==> src/rtl/reg_scoreboard.sv <==
// Register/CC issue scoreboard: saturating in-flight write counters per GPR and CC.
// Optional SCOREBOARD_PERF_EN adds a saturating dependency-stall counter (stall_cnt).
module reg_scoreboard #(
    parameter int NUM_REGS = 8,
    parameter int REG_W    = 3,
    parameter int CNT_W    = 2,
    parameter int PERF_W   = 16
) (
    input  logic                clk,
    input  logic                reset,
    input  logic                flush,
    input  logic                issue_valid,
    input  logic                sr1_needed,
    input  logic                sr2_needed,
    input  logic [REG_W-1:0]    sr1,
    input  logic [REG_W-1:0]    sr2,
    input  logic                de_br_op,
    input  logic                issue_ld_reg,
    input  logic [REG_W-1:0]    issue_dr,
    input  logic                issue_ld_cc,
    input  logic                retire_valid,
    input  logic                retire_ld_reg,
    input  logic [REG_W-1:0]    retire_dr,
    input  logic                retire_ld_cc,
    output logic                issue_ready,
    output logic                dep_stall,
    output logic [NUM_REGS-1:0] busy_vec,
    output logic                cc_pending,
    output logic                sb_err
`ifdef SCOREBOARD_PERF_EN
    ,
    output logic [PERF_W-1:0]   stall_cnt
`endif
);

    localparam logic [CNT_W-1:0] MAX = '1;

    logic [CNT_W-1:0]    cnt [NUM_REGS];
    logic [CNT_W-1:0]    cc_cnt;
    logic [NUM_REGS-1:0] inc_r;
    logic [NUM_REGS-1:0] dec_r;
    logic                cc_inc;
    logic                cc_dec;
    logic                hazard;
    logic                fire;
    logic                err_evt;

    always_comb begin
        for (int r = 0; r < NUM_REGS; r++) begin
            busy_vec[r] = (cnt[r] != '0);
        end
        cc_pending = (cc_cnt != '0);
        hazard = (sr1_needed && cnt[sr1] != '0)
              || (sr2_needed && cnt[sr2] != '0)
              || (de_br_op && cc_pending)
              || (issue_ld_reg && cnt[issue_dr] == MAX)
              || (issue_ld_cc && cc_cnt == MAX);
        issue_ready = !hazard && !flush;
        dep_stall   = issue_valid && !issue_ready;
        fire        = issue_valid && issue_ready;
    end

    always_comb begin
        for (int r = 0; r < NUM_REGS; r++) begin
            inc_r[r] = fire && issue_ld_reg && (issue_dr == REG_W'(r));
            dec_r[r] = retire_valid && retire_ld_reg && (retire_dr == REG_W'(r));
        end
        cc_inc = fire && issue_ld_cc;
        cc_dec = retire_valid && retire_ld_cc;
        // A flush squashes the retire as well, so it cannot raise an error.
        err_evt = !flush
               && ((|(dec_r & ~inc_r & ~busy_vec))
                   || (cc_dec && !cc_inc && !cc_pending));
    end

    always_ff @(posedge clk or posedge reset) begin
        if (reset) begin
            for (int r = 0; r < NUM_REGS; r++) begin
                cnt[r] <= '0;
            end
            cc_cnt <= '0;
            sb_err <= 1'b0;
        end else begin
            if (err_evt) begin
                sb_err <= 1'b1;
            end
            for (int r = 0; r < NUM_REGS; r++) begin
                if (flush) begin
                    cnt[r] <= '0;
                end else if (inc_r[r] && !dec_r[r]) begin
                    cnt[r] <= cnt[r] + CNT_W'(1);
                end else if (dec_r[r] && !inc_r[r] && busy_vec[r]) begin
                    cnt[r] <= cnt[r] - CNT_W'(1);
                end
            end
            if (flush) begin
                cc_cnt <= '0;
            end else if (cc_inc && !cc_dec) begin
                cc_cnt <= cc_cnt + CNT_W'(1);
            end else if (cc_dec && !cc_inc && cc_pending) begin
                cc_cnt <= cc_cnt - CNT_W'(1);
            end
        end
    end

`ifdef SCOREBOARD_PERF_EN
    always_ff @(posedge clk or posedge reset) begin
        if (reset) begin
            stall_cnt <= '0;
        end else if (dep_stall && stall_cnt != '1) begin
            stall_cnt <= stall_cnt + PERF_W'(1);
        end
    end
`endif

endmodule
==> config.mk <==
export PLATFORM = sky130hd
export DESIGN_NAME = reg_scoreboard
export DESIGN_NICKNAME = d
export VERILOG_FILES = /design/src/rtl/reg_scoreboard.sv
export SDC_FILE = /design/constraint.sdc
export NUM_CORES = 1
export LEC_CHECK = 0
export ABC_AREA = 1
export CAP_MARGIN = 20
export CORE_ASPECT_RATIO = 0.7
export CORE_MARGIN = 2
export CORE_UTILIZATION = 24
export CTS_BUF_LIST = sky130_fd_sc_hd__clkbuf_4 sky130_fd_sc_hd__clkbuf_8
export DETAILED_ROUTE_END_ITERATION = 12
export PLACE_DENSITY_LB_ADDON = 0.15
export SLEW_MARGIN = 20
export SYNTH_ARGS = -nofsm -noshare
export SYNTH_HDL_FRONTEND = slang
export SYNTH_SLANG_ARGS = --single-unit
==> constraint.sdc <==
create_clock -name clk -period 3.6 [get_ports clk]
set_clock_uncertainty 0.1 [all_clocks]
set_input_delay 0.9 -clock clk [delete_from_list [all_inputs] [get_ports clk]]
set_output_delay 0.9 -clock clk [all_outputs]
set_load 0.01 [all_outputs]
======== Yosys cells after proc, flatten, opt, wreduce, memory -nomap -nowiden ========
Index checks and enable logic that the tools add are counted.
W data, S select, Z words.
operators by class
  reductions and logical operators ........ 107
  muxes and demuxes ....................... 36
  $lt $le $gt $ge ......................... 3
  equality and inequality tests ........... 16
  $add $sub $neg .......................... 18
  bitwise operators ....................... 7
operators with widths
  operator               count
  $mux W2                33
  $logic_and A1 B1 Y1    57
  $reduce_bool A3 Y1     9
  $eq A3 B3 Y1 const B   8
  $logic_not A1 Y1       22
  $reduce_bool A2 Y1     11
  $add A2 B1 Y2 const B  9
  $bmux W2 S3            3
  $sub A2 B1 Y2 const B  9
  $and A8 B8 Y8          2
  $not A8 Y8             2
  $eq A3 B2 Y1 const B   4
  $ge A4 B4 Y1 const B   3
  $not A3 Y4             3
  $reduce_or A8 Y1       1
  $eq A3 B1 Y1 const B   2
  $logic_not A3 Y1       2
  $logic_or A1 B1 Y1     5
  $eq A2 B2 Y1 const B   2
word-level totals
  bits in registers ....................... 19
  output and inout port bits .............. 12

======== Logic depth before layout (Yosys ltp) ========
  word-level depth ........................ 21
  mapped depth ............................ 18
  depth with buffers taken out ............ 17

======== Worst setup path before layout ========
OpenSTA, ideal clock, no wires.
  path kind ............................... input -> output
  start ................................... in issue_dr[1]
  end ..................................... out dep_stall
  path buffers ............................ 2
  stages on the path ...................... 11
  setup slack ............................. 0.760 ns
  arrival ................................. 1.840 ns
  data required time ...................... 2.600 ns
  cells stage by stage .................... buf_2 > inv_1 > nand2_1 > nand2_1 > nand2_1 > nand2_1 > nand3_2 > nand2_2 > nor2_4 > buf_6 > nor2_1
between the ends
  word-level cells in the longest chain between the ends .. 12
RTL lines
  what                                        line  RTL
  start: declaration                          19    input logic [REG_W-1:0] issue_dr,
  $not A3 Y4 (not written as such)            56    || (issue_ld_reg && cnt[issue_dr] == MAX)
  $bmux W2 S3                                 56
  $mux W2 (not written as such) (2 in a row)  56
  $eq A2 B2 Y1                                56
  $logic_and A1 B1 Y1                         56
  $logic_or A1 B1 Y1                          56
  $logic_or A1 B1 Y1                          57    || (issue_ld_cc && cc_cnt == MAX);
  $logic_not A1 Y1                            58    issue_ready = !hazard && !flush;
  $logic_and A1 B1 Y1                         58
  named net issue_ready                       25    output logic issue_ready,
  $logic_not A1 Y1                            59    dep_stall = issue_valid && !issue_ready;
  $logic_and A1 B1 Y1                         59
  end: declaration                            26    output logic dep_stall,
The timed path passes the listed nets, and every way through them passes these cells. The select of a mux whose other input is x is not followed.

======== Worst setup path in the final report ========
  start ................................... in issue_dr[0]
  end ..................................... out dep_stall
between the ends
  word-level cells in the longest chain between the ends .. 12
RTL lines
  what                                        line
  $not A3 Y4 (not written as such)            56
  $bmux W2 S3                                 56
  $mux W2 (not written as such) (2 in a row)  56
  $eq A2 B2 Y1                                56
  $logic_and A1 B1 Y1                         56
  $logic_or A1 B1 Y1                          56
  $logic_or A1 B1 Y1                          57
  $logic_not A1 Y1                            58
  $logic_and A1 B1 Y1                         58
  $logic_not A1 Y1                            59
  $logic_and A1 B1 Y1                         59
No other way between the ends. The select of a mux whose other input is x is not followed.

==> results.tsv <==
metric	value	unit
Slew headroom	47.7	%
Rows	27	
Final ANT Viol Nets	0	
GR Util All Layers	14.2	%
GP Congestion	0.818	
crit-path cells	clkdlybuf4s50_1 > buf_4 > nand2_1 > o21ai_1 > nand2_1 > nand2_1 > nand2_1 > nand2_1 > nand3_2 > nand2_2 > nor2_4 > nor2_1 > clkbuf_2	
# setup viols final	0	
placed cells	464	
Hold EP	sb_err	
Slew @ Worst Pin	0.784	ns
hold_ws	0.376	ns
setup tns final	0	ns
drt initial violations	133	
DRC viols	0	
DP Worst Slack	-0.261	ns
most used cell, CP	nand2_1	
Post-Syn Area per Cell	6.01	um2
Critical Path Sink Type	output port	
Via Count	2056	
RSZ-0062 raised after global routing	no	
Fillers	871	
period utilization	95.9	%
Synth area leader	dfrtp_1	
GRT overflow	0	
NumNets Final	392	
area of the multi-input gates	1190	um2
post-cts gate resize count	2	
antenna violations before repair	0	
post-layout min period	3.45	ns
register bit count reported by yosys	19	
WP data required	2.60	ns
final hold violation count	0	
Power Total	674	uW
reg2reg start	cnt[0]	
cell area after synthesis	1910	um2
Syn Inst Count	318	
CTS Buf Count	3	
sequential share of the synthesized area	24.9	%
status	complete, no violations	
Reg area	475	um2
Root Buffer	clkbuf_8	
number of global-route vias before repair	1897	
post-synth cell types	30	
post-route cell area	2490	um2
clock latency on the worst-skew pair	0.27	ns
Hold Path Depth	2	
routed wire length	5.93	mm
# diodes	0	
post-DR wirelength/cell	12.7	um
Max-cap violations	0	
PD cells	270	nW/um2
crit path kind	in -> out	
Max Root-Sink Buffers	2	
critical path's largest stage delay	0.53	ns
Synth area leaders	dfrtp_1 25%, nand2_1 20%, nor2_1 9.2%	
Hold Buf Count CTS	0	
routed vias/inst	4.39	
f_max	290	MHz
Post-DP Area	2450	um2
share of layout cells above drive strength 1	14.7	%
leakage	1.22	nW
R2R setup slack	1.08	ns
Hold WC Path Type	reg -> reg	
reg2reg path depth	14	
CP Max Fanout	6	
Layout area overhead	30.5	%
core area	7800	um2
IO Port Bufs	35	
I/O pin count	36	
clock sink total	19	
VDD IR max	125	uV
Die Wd	111	um
syn_nets	342	
TritonRoute pass-1 iters	4	
top cell type's share of synthesized area	24.9	%
first-pass GRT wire length	9.85	mm
final core utilization	32.0	%
Starting Density	24.5	%
DP Wirelength	4.91	mm
CTS H-Tree Depth	1	
yosys warns	0	
Clk pin slew, worst setup/hold paths	0.09	ns
CTS tree	built	
hold path startpoint	sb_err	
reg2reg end	cnt[13]	
max-slew violations	0	
CP max-delay cell	clkdlybuf4s50_1	
final worst slack	0.149	ns
largest net degree at the start of global routing	20	
die height	78.7	um
Post-CTS Setup Bufs	0	
critical path launch point type	primary input	
Post-Layout Cell Count	468	
Die Area	8700	um2
Arrival @ worst endpoint	2.45	ns
==> cell usage after synthesis (all sizes together) <==
library cell  number
nand2            105
nor2              54
inv               47
nand3             31
o21ai             21
dfrtp             19
buf                7
nand4              7
o22ai              6
or2                6
o211ai             5
nand3b             3
a21oi              2
nor3               2
a221oi             1
clkbuf             1
xor2               1
==> worst max path at each step <==
stage	start	to	slack, ns	cells past startpoint
global placement	issue_dr[0]	dep_stall	-0.25	13
detailed placement	issue_dr[0]	dep_stall	-0.26	13
floorplan	issue_dr[1]	dep_stall	0.76	11
global route	issue_dr[0]	dep_stall	0.03	13
CTS	issue_dr[0]	dep_stall	0.01	13
finish	issue_dr[0]	dep_stall	0.15	13
==> power breakdown <==
group,switching (mW),internal [mW]
logic,0.143,0.110
registers,0.0208,0.229
clock network,0.0917,0.0784
total,0.256,0.418
==> registers in the layout, indices dropped and copies added (netlist names) <==
name    flops
cc_cnt      2
cnt        16
sb_err      1
==> critical path: cells and delay by family <==
kind	cells	cell delay (ns)
AND/OR/NAND/NOR	9	0.61
AO/OA/AOI/OAI	1	0.08
buffers and inverters	3	0.86
==> per-layer routing <==
layer	global-route usage, %	share of wire (%)	up-vias
met3	3.09	6.4	2
li1	-	-	1102
met4	1.88	0.39	0
met2	18.8	36	48
met1	23.0	57	904
met5	0	0	-
==> cell families (layout without fill, tap and decap cells) <==
family	after synthesis	after routing	synth area share (%)
DFF	19	19	24.9
AOI/OAI and AO/OA	35	35	12.9
and+or+nand+nor	208	208	49.0
xor gates and xnor gates	1	1	0.458
buffers and inverters	55	104	12.8
==> layout by cell type, fill, tap and decap left out <==
| cell type | count |
|---|---|
| o211ai_2 | 4 |
| or2_2 | 2 |
| inv_1 | 46 |
| o22ai_2 | 1 |
| nand2_2 | 2 |
| inv_2 | 1 |
| xor2_1 | 1 |
| nand4_2 | 4 |
| dfrtp_1 | 19 |
| or2_1 | 3 |
| clkbuf_8 | 3 |
| clkinvlp_4 | 1 |
| nor3_1 | 2 |
| nor2_1 | 47 |
| a21oi_1 | 2 |
| nor2_2 | 6 |
| clkdlybuf4s50_1 | 33 |
| o211ai_1 | 1 |
| o21ai_2 | 4 |
| o21ai_1 | 7 |
| o22ai_1 | 5 |
| or2_4 | 1 |
| o21ai_0 | 10 |
| a221oi_2 | 1 |
| nand4_1 | 3 |
| nand3_2 | 3 |
| nor2_4 | 1 |
| nand3b_1 | 3 |
| buf_4 | 18 |
| nand2_1 | 103 |
| nand3_1 | 28 |
| clkbuf_2 | 2 |
==> final cells by class <==
| class | instances | share of cell area, % |
|---|---|---|
| inverters | 47 | 7.07 |
| well taps | 101 | 5.07 |
| clock buffers | 3 | 1.66 |
| multi-input cells | 244 | 47.8 |
| flip-flops and latches | 19 | 19.1 |
| repair buffers | 53 | 19.1 |
| clock inverters | 1 | 0.301 |
(Power assumes the default switching activity.)
